**config.mk**
```make
export PLATFORM = sky130hd
export DESIGN_NAME = npc_lsu_master
export DESIGN_NICKNAME = d
export VERILOG_FILES = /design/src/rtl/npc_lsu_pkg.sv /design/src/rtl/npc_lsu_align.sv /design/src/rtl/npc_lsu_master.sv
export SDC_FILE = /design/constraint.sdc
export NUM_CORES = 1
export LEC_CHECK = 0
export CORE_AREA = 2 2 184 186
export CTS_CLUSTER_DIAMETER = 30
export DETAILED_ROUTE_END_ITERATION = 12
export DIE_AREA = 0 0 186 188
export PLACE_DENSITY = 0.7
export SETUP_SLACK_MARGIN = 0.05
export SYNTH_ARGS = -nofsm -noshare
export SYNTH_HDL_FRONTEND = slang
export SYNTH_SLANG_ARGS = --single-unit
```
**constraint.sdc**
```tcl
create_clock -name clk_i -period 5.6 [get_ports clk_i]
set_input_delay 1.4 -clock clk_i [delete_from_list [all_inputs] [get_ports clk_i]]
set_output_delay 1.4 -clock clk_i [all_outputs]
set_load 0.1 [all_outputs]
```
**src/rtl/npc_lsu_pkg.sv**
```systemverilog
// -----------------------------------------------------------------------------
// npc_lsu_pkg
// Shared constants and types for the NPC load/store master slice.
//   - XLEN / ALIGN_BITS : data width and log2 bytes per memory beat
//   - ST_*              : FSM state encoding used by npc_lsu_master
//   - npc_lsu_size_e    : access size encoding (byte/half/word/dword)
//   - npc_lsu_misaligned: true when the byte offset is not a multiple of size
// -----------------------------------------------------------------------------
package npc_lsu_pkg;

    localparam int XLEN       = 64;
    localparam int ALIGN_BITS = 3;
    localparam int STRB_W     = XLEN / 8;

    // State encoding of the request/response sequencer
    localparam logic [1:0] ST_IDLE  = 2'd0;
    localparam logic [1:0] ST_ISSUE = 2'd1;
    localparam logic [1:0] ST_CAPT  = 2'd2;
    localparam logic [1:0] ST_RESP  = 2'd3;

    typedef enum logic [1:0] {
        SZ_B = 2'd0,
        SZ_H = 2'd1,
        SZ_W = 2'd2,
        SZ_D = 2'd3
    } npc_lsu_size_e;

    // An access is misaligned when any offset bit below the access size is set
    function automatic logic npc_lsu_misaligned(input logic [ALIGN_BITS-1:0] off,
                                                input logic [1:0]            size);
        logic result;
        result = 1'b0;
        case (size)
            SZ_B:    result = 1'b0;
            SZ_H:    result = off[0];
            SZ_W:    result = |off[1:0];
            default: result = |off;
        endcase
        return result;
    endfunction

endpackage

```
**src/rtl/npc_lsu_align.sv**
```systemverilog
// -----------------------------------------------------------------------------
// npc_lsu_align
// Purely combinational lane steering for the load/store master.
//   size_i     : access size (npc_lsu_size_e encoding)
//   off_i      : byte offset of the access inside its memory beat
//   unsigned_i : loads zero-extend when 1, sign-extend when 0
//   wdata_i    : LSB-justified store data
//   rdata_i    : raw beat returned by the memory
//   wmask_o    : byte-lane write mask (lanes past 7 are dropped)
//   wdata_o    : store data shifted into its byte lanes
//   rdata_o    : load data shifted down, truncated and extended
// -----------------------------------------------------------------------------
import npc_lsu_pkg::*;

module npc_lsu_align (
    input  logic [1:0]            size_i,
    input  logic [ALIGN_BITS-1:0] off_i,
    input  logic                  unsigned_i,
    input  logic [XLEN-1:0]       wdata_i,
    input  logic [XLEN-1:0]       rdata_i,
    output logic [STRB_W-1:0]     wmask_o,
    output logic [XLEN-1:0]       wdata_o,
    output logic [XLEN-1:0]       rdata_o
);

    logic [STRB_W-1:0] laneMask;
    logic [XLEN-1:0]   rdataShifted;

    // Store side: the size mask and the data are moved up by the byte offset;
    // the 8-bit mask width silently discards lanes beyond the beat.
    always_comb begin
        laneMask = '0;
        case (size_i)
            SZ_B:    laneMask = 8'h01;
            SZ_H:    laneMask = 8'h03;
            SZ_W:    laneMask = 8'h0F;
            default: laneMask = 8'hFF;
        endcase
        wmask_o = laneMask << off_i;
        wdata_o = wdata_i << {off_i, 3'b000};
    end

    // Load side: bring the addressed byte down to lane 0, then keep only the
    // access size and extend according to unsigned_i.
    always_comb begin
        rdataShifted = rdata_i >> {off_i, 3'b000};
        rdata_o      = '0;
        case (size_i)
            SZ_B: rdata_o = unsigned_i ? {56'd0, rdataShifted[7:0]}
                                       : {{56{rdataShifted[7]}}, rdataShifted[7:0]};
            SZ_H: rdata_o = unsigned_i ? {48'd0, rdataShifted[15:0]}
                                       : {{48{rdataShifted[15]}}, rdataShifted[15:0]};
            SZ_W: rdata_o = unsigned_i ? {32'd0, rdataShifted[31:0]}
                                       : {{32{rdataShifted[31]}}, rdataShifted[31:0]};
            default: rdata_o = rdataShifted;
        endcase
    end

endmodule

```
**src/rtl/npc_lsu_master.sv**
```systemverilog
// -----------------------------------------------------------------------------
// npc_lsu_master
// Initiator side of the NPC DPI-C physical-memory port. Accepts one load or
// store at a time, issues a single-cycle memory strobe, captures the memory's
// registered read data and returns an aligned, extended response.
//
// Ports
//   clk_i, rst_ni                 : clock, synchronous active-low reset
//   req_valid_i / req_ready_o     : request handshake (ready only in IDLE)
//   req_wen_i, req_addr_i,
//   req_size_i, req_unsigned_i,
//   req_wdata_i                   : request payload
//   resp_valid_o / resp_ready_i   : response handshake
//   resp_rdata_o, resp_err_o      : load result (0 for stores), error flag
//   mem_valid_o, mem_wen_o,
//   mem_raddr_o, mem_waddr_o,
//   mem_wdata_o, mem_wmask_o      : memory access, driven only in ISSUE
//   mem_rdata_i                   : memory data, valid the cycle after a read
//
// Build option
//   NPC_LSU_MISALIGN_TRAP_EN : misaligned requests skip the memory and return
//                              resp_err=1; otherwise resp_err_o is tied to 0.
// -----------------------------------------------------------------------------
import npc_lsu_pkg::*;

module npc_lsu_master (
    input  logic              clk_i,
    input  logic              rst_ni,
    input  logic              req_valid_i,
    output logic              req_ready_o,
    input  logic              req_wen_i,
    input  logic [XLEN-1:0]   req_addr_i,
    input  logic [1:0]        req_size_i,
    input  logic              req_unsigned_i,
    input  logic [XLEN-1:0]   req_wdata_i,
    output logic              resp_valid_o,
    input  logic              resp_ready_i,
    output logic [XLEN-1:0]   resp_rdata_o,
    output logic              resp_err_o,
    output logic              mem_valid_o,
    output logic              mem_wen_o,
    output logic [XLEN-1:0]   mem_raddr_o,
    output logic [XLEN-1:0]   mem_waddr_o,
    output logic [XLEN-1:0]   mem_wdata_o,
    output logic [STRB_W-1:0] mem_wmask_o,
    input  logic [XLEN-1:0]   mem_rdata_i
);

    logic [1:0]        state_q, state_d;
    logic              wen_q;
    logic [XLEN-1:0]   addr_q;
    logic [1:0]        size_q;
    logic              unsigned_q;
    logic [XLEN-1:0]   wdata_q;
    logic [XLEN-1:0]   rdata_q, rdata_d;

    logic              accept;
    logic              issue;
    logic [XLEN-1:0]   beatAddr;
    logic [STRB_W-1:0] alignMask;
    logic [XLEN-1:0]   alignWdata;
    logic [XLEN-1:0]   alignRdata;

`ifdef NPC_LSU_MISALIGN_TRAP_EN
    logic              err_q, err_d;
`endif

    assign accept   = (state_q == ST_IDLE) && req_valid_i;
    assign issue    = (state_q == ST_ISSUE);
    assign beatAddr = {addr_q[XLEN-1:ALIGN_BITS], {ALIGN_BITS{1'b0}}};

    npc_lsu_align u_align (
        .size_i     (size_q),
        .off_i      (addr_q[ALIGN_BITS-1:0]),
        .unsigned_i (unsigned_q),
        .wdata_i    (wdata_q),
        .rdata_i    (mem_rdata_i),
        .wmask_o    (alignMask),
        .wdata_o    (alignWdata),
        .rdata_o    (alignRdata)
    );

    // Sequencer: IDLE -> ISSUE -> (CAPT for loads) -> RESP -> IDLE. The
    // response register is cleared on acceptance so stores report zero.
    always_comb begin
        state_d = state_q;
        rdata_d = rdata_q;
`ifdef NPC_LSU_MISALIGN_TRAP_EN
        err_d   = err_q;
`endif
        case (state_q)
            ST_IDLE: begin
                if (req_valid_i) begin
                    rdata_d = '0;
                    state_d = ST_ISSUE;
`ifdef NPC_LSU_MISALIGN_TRAP_EN
                    err_d   = 1'b0;
                    if (npc_lsu_misaligned(req_addr_i[ALIGN_BITS-1:0], req_size_i)) begin
                        state_d = ST_RESP;
                        err_d   = 1'b1;
                    end
`endif
                end
            end
            ST_ISSUE: begin
                state_d = wen_q ? ST_RESP : ST_CAPT;
            end
            ST_CAPT: begin
                // mem_rdata_i is only valid in this cycle; the memory clears it next edge
                rdata_d = alignRdata;
                state_d = ST_RESP;
            end
            default: begin
                if (resp_ready_i) begin
                    state_d = ST_IDLE;
                end
            end
        endcase
    end

    // State, captured request and response registers with synchronous reset
    always_ff @(posedge clk_i) begin
        if (!rst_ni) begin
            state_q    <= ST_IDLE;
            wen_q      <= 1'b0;
            addr_q     <= '0;
            size_q     <= '0;
            unsigned_q <= 1'b0;
            wdata_q    <= '0;
            rdata_q    <= '0;
        end else begin
            state_q <= state_d;
            rdata_q <= rdata_d;
            if (accept) begin
                wen_q      <= req_wen_i;
                addr_q     <= req_addr_i;
                size_q     <= req_size_i;
                unsigned_q <= req_unsigned_i;
                wdata_q    <= req_wdata_i;
            end
        end
    end

`ifdef NPC_LSU_MISALIGN_TRAP_EN
    // Error flag travels with the response and is cleared on each acceptance
    always_ff @(posedge clk_i) begin
        if (!rst_ni) begin
            err_q <= 1'b0;
        end else begin
            err_q <= err_d;
        end
    end

    assign resp_err_o = err_q;
`else
    assign resp_err_o = 1'b0;
`endif

    // Memory strobe is gated by reset so no access escapes in a reset cycle;
    // all address/data/mask lines are held at zero outside ISSUE.
    always_comb begin
        mem_valid_o = issue && rst_ni;
        mem_wen_o   = issue && rst_ni && wen_q;
        mem_raddr_o = issue ? beatAddr : '0;
        mem_waddr_o = issue ? beatAddr : '0;
        mem_wmask_o = (issue && wen_q) ? alignMask  : '0;
        mem_wdata_o = (issue && wen_q) ? alignWdata : '0;
    end

    assign req_ready_o  = (state_q == ST_IDLE);
    assign resp_valid_o = (state_q == ST_RESP);
    assign resp_rdata_o = rdata_q;

endmodule

```
==> results.cfg <==
[worst_hold_path]
hold_path_end = addr_q[27]
whs_path_depth = 2
holdCritPathClass = reg2reg
holdCritStartpoint = addr_q[27]

[placement]
io_buffers = 461
dp.cells = 2217
post-place-ws_ns = 1.22
gp_congestion = 0.939
placed_cell_area_um2 = 17000
hpwlAfterDp_um = 35600

[yosys]
yosysWarningCount = 0
yosysTopAreaCell = dfxtp_1
synth_most_common_cell = nand2_1
ys_ff_latch = 198
synth-edff-count = 0
synthCells = 1480
synthFlopType = dfxtp_1
synth_cell_types = 53
ys_top_cells_by_count = nand2_1 (356), dfxtp_1 (198), a21boi_0 (133)
async_flop_share_pct = 0
syn_area_per_cell_um2 = 8.33
synth.cell_area_um2 = 12300
netlist_top_cells_area = dfxtp_1 (32%), nand2_1 (11%), mux4_2 (8.2%)
synth_top_area_share_pct = 32.1
ys_seq_area_share_pct = 32.1

[timing]
finClkSkew_ns = 0.0170
layout_setup_ws_ns = 0.682
rsz0062_at_grt = false
min_period_ns = 4.92
setup_viol = 0
tightestPinTransition_ns = 1.09
finalHoldViolations = 0
fmax_mhz = 203
min_period_over_period_pct = 87.8
whs_ns = 0.460
slew_headroom_pct = 27.1
final.setup.tns_ns = 0
drv_slew = 0

[cts]
cts_tree = done
cts_setup_buffers = 0
cts.sinks = 198
insertion_delay_ns = 0.45
cts_resized = 0
cts_buffer_depth = 2
htreeDepth = 4
clk_pin_slew_ns = 0.08
cts_buffers = 17
clock-root-buffer = clkbuf_16
cts_hold_buf = 0

[floorplanning]
die_w_um = 186
die-area_um2 = 35000
num_io_pins = 469
fp-row-count = 67
coreArea_um2 = 33100
fp.dieH_um = 188
initial_core_util_pct = 37.3

[power]
ir_worst_vdd_uv = 247
p_leak_nw = 6.18
finalPower_mw = 6.56
p_per_area_nw_per_um2 = 374

[detailed_routing]
antenna_left = 0
dr.pass1.iters = 5
drt_first_iter_violations = 983
routed_via_density = 5.37
drc = 0
wl_um = 47700
avgRoutedWirePerCell_um = 21.2
vias = 12100

[setup_path]
critical-path-slowest-cell = dfxtp_4
ff2ff_setup_slack_ns = 1.58
crit_type = reg2out
worst_path_largest_cell_delay_ns = 0.97
cpLargestDelayFamily = simple AND/OR/NAND/NOR gates
critical_path_required_ns = 4.20
crit_fanout = 65
r2r-start = addr_q[0]
worstPathArrival_ns = 3.52
start_kind = flip-flop
path_buf_inv = 1
cp_cell_sequence = nor2b_1, nand2_1, o21ai_0, mux2i_1, nor2_1, buf_4
worstRegToRegCells = 7
r2r-end = resp_rdata_o[56]
crit_path_end_kind = output port

[cells_and_area]
drive_above_1_share_pct = 13.3
fin_cells = 2251
utilization_pct = 53.0
fin_nets = 1992
syn_to_final_growth_pct = 42.4
fin_area_um2 = 17600

[run]
cap_violations = 0

[global_route]
gr-usage-all-layers_pct = 26.5
overflow = 0
antenna_found_initial = 5
grt_pass1_vias = 11700
grt_start_max_net_pins = 94
grt_pass1_wl_um = 70800

[outcome]
status = finished clean
[cell usage in the layout (no fill, tap or decap), types with 13 or more instances in the layout]
cell type        count
clkdlybuf4s50_1    386
nand2_1            355
dfxtp_1            195
a21boi_0           133
and2_1              92
mux2i_1             86
o21ai_0             68
nor2_1              61
a21oi_1             50
mux4_2              45
buf_4               45
buf_12              44
o21ai_2             24
mux2_2              23
clkbuf_16           17
o22ai_1             14
nor2b_1             13
[kinds of logic after synthesis]
family          synth area share, %
simple gates                   20.2
compound gates                 20.7
buf+inv                        8.99
flops                          32.1
mux                            17.6
fa+ha+maj                     0.406
other cells                  0.0304
[registers in the layout, indices dropped and copies added (netlist names)]
signal	flops
wdata_q	64
resp_rdata_o	64
state_q	2
addr_q	64
unsigned_q	1
size_q	2
wen_q	1
[per-layer routing]
metal  vias up  wire [µm]  global-route usage, %
met5         -         41                      0
met3        91       3710                   5.42
met4         6       1650                   9.63
met1      5779      19700                   34.5
li1       5646          -                      -
met2       568      22600                   43.3
[final cells by class]
type | instances | area [µm²]
Antenna cell | 2 | 5.00
Clock buffer | 18 | 429
Clock inverter | 14 | 175
Timing Repair Buffer | 475 | 5080
Sequential cell | 198 | 3980
Inverter | 8 | 30.0
Fill cell | 3030 | 15500
Multi-Input combinational cell | 1088 | 7310
Tap cell | 448 | 561
[how the worst max path moves through the flow]
stage                          from               to  slack, ns  cells past startpoint
final                     addr_q[0]  mem_wdata_o[48]       0.68                      6
after global routing      addr_q[0]  mem_wdata_o[48]       0.46                      6
after detailed placement  addr_q[0]  mem_wdata_o[52]       1.22                      6
after CTS                 addr_q[0]  mem_wdata_o[52]       0.73                      6
after floorplan           addr_q[2]   mem_wmask_o[7]       0.53                      6
after global placement    addr_q[0]  mem_wdata_o[48]       1.25                      6
[worst min-delay path, delay by kind of cell, from the launching register on]
kind | cells | cell delay [ns]
compound gates | 1 | 0.06
flops | 1 | 0.31
simple gates | 1 | 0.04
[report_power, final]
group	internal, mW	switching (mW)
logic	0.985	2.37
clock network	0.608	0.655
registers	1.65	0.305
total	3.24	3.33
No activity file was read; power rests on OpenSTA's default activity.
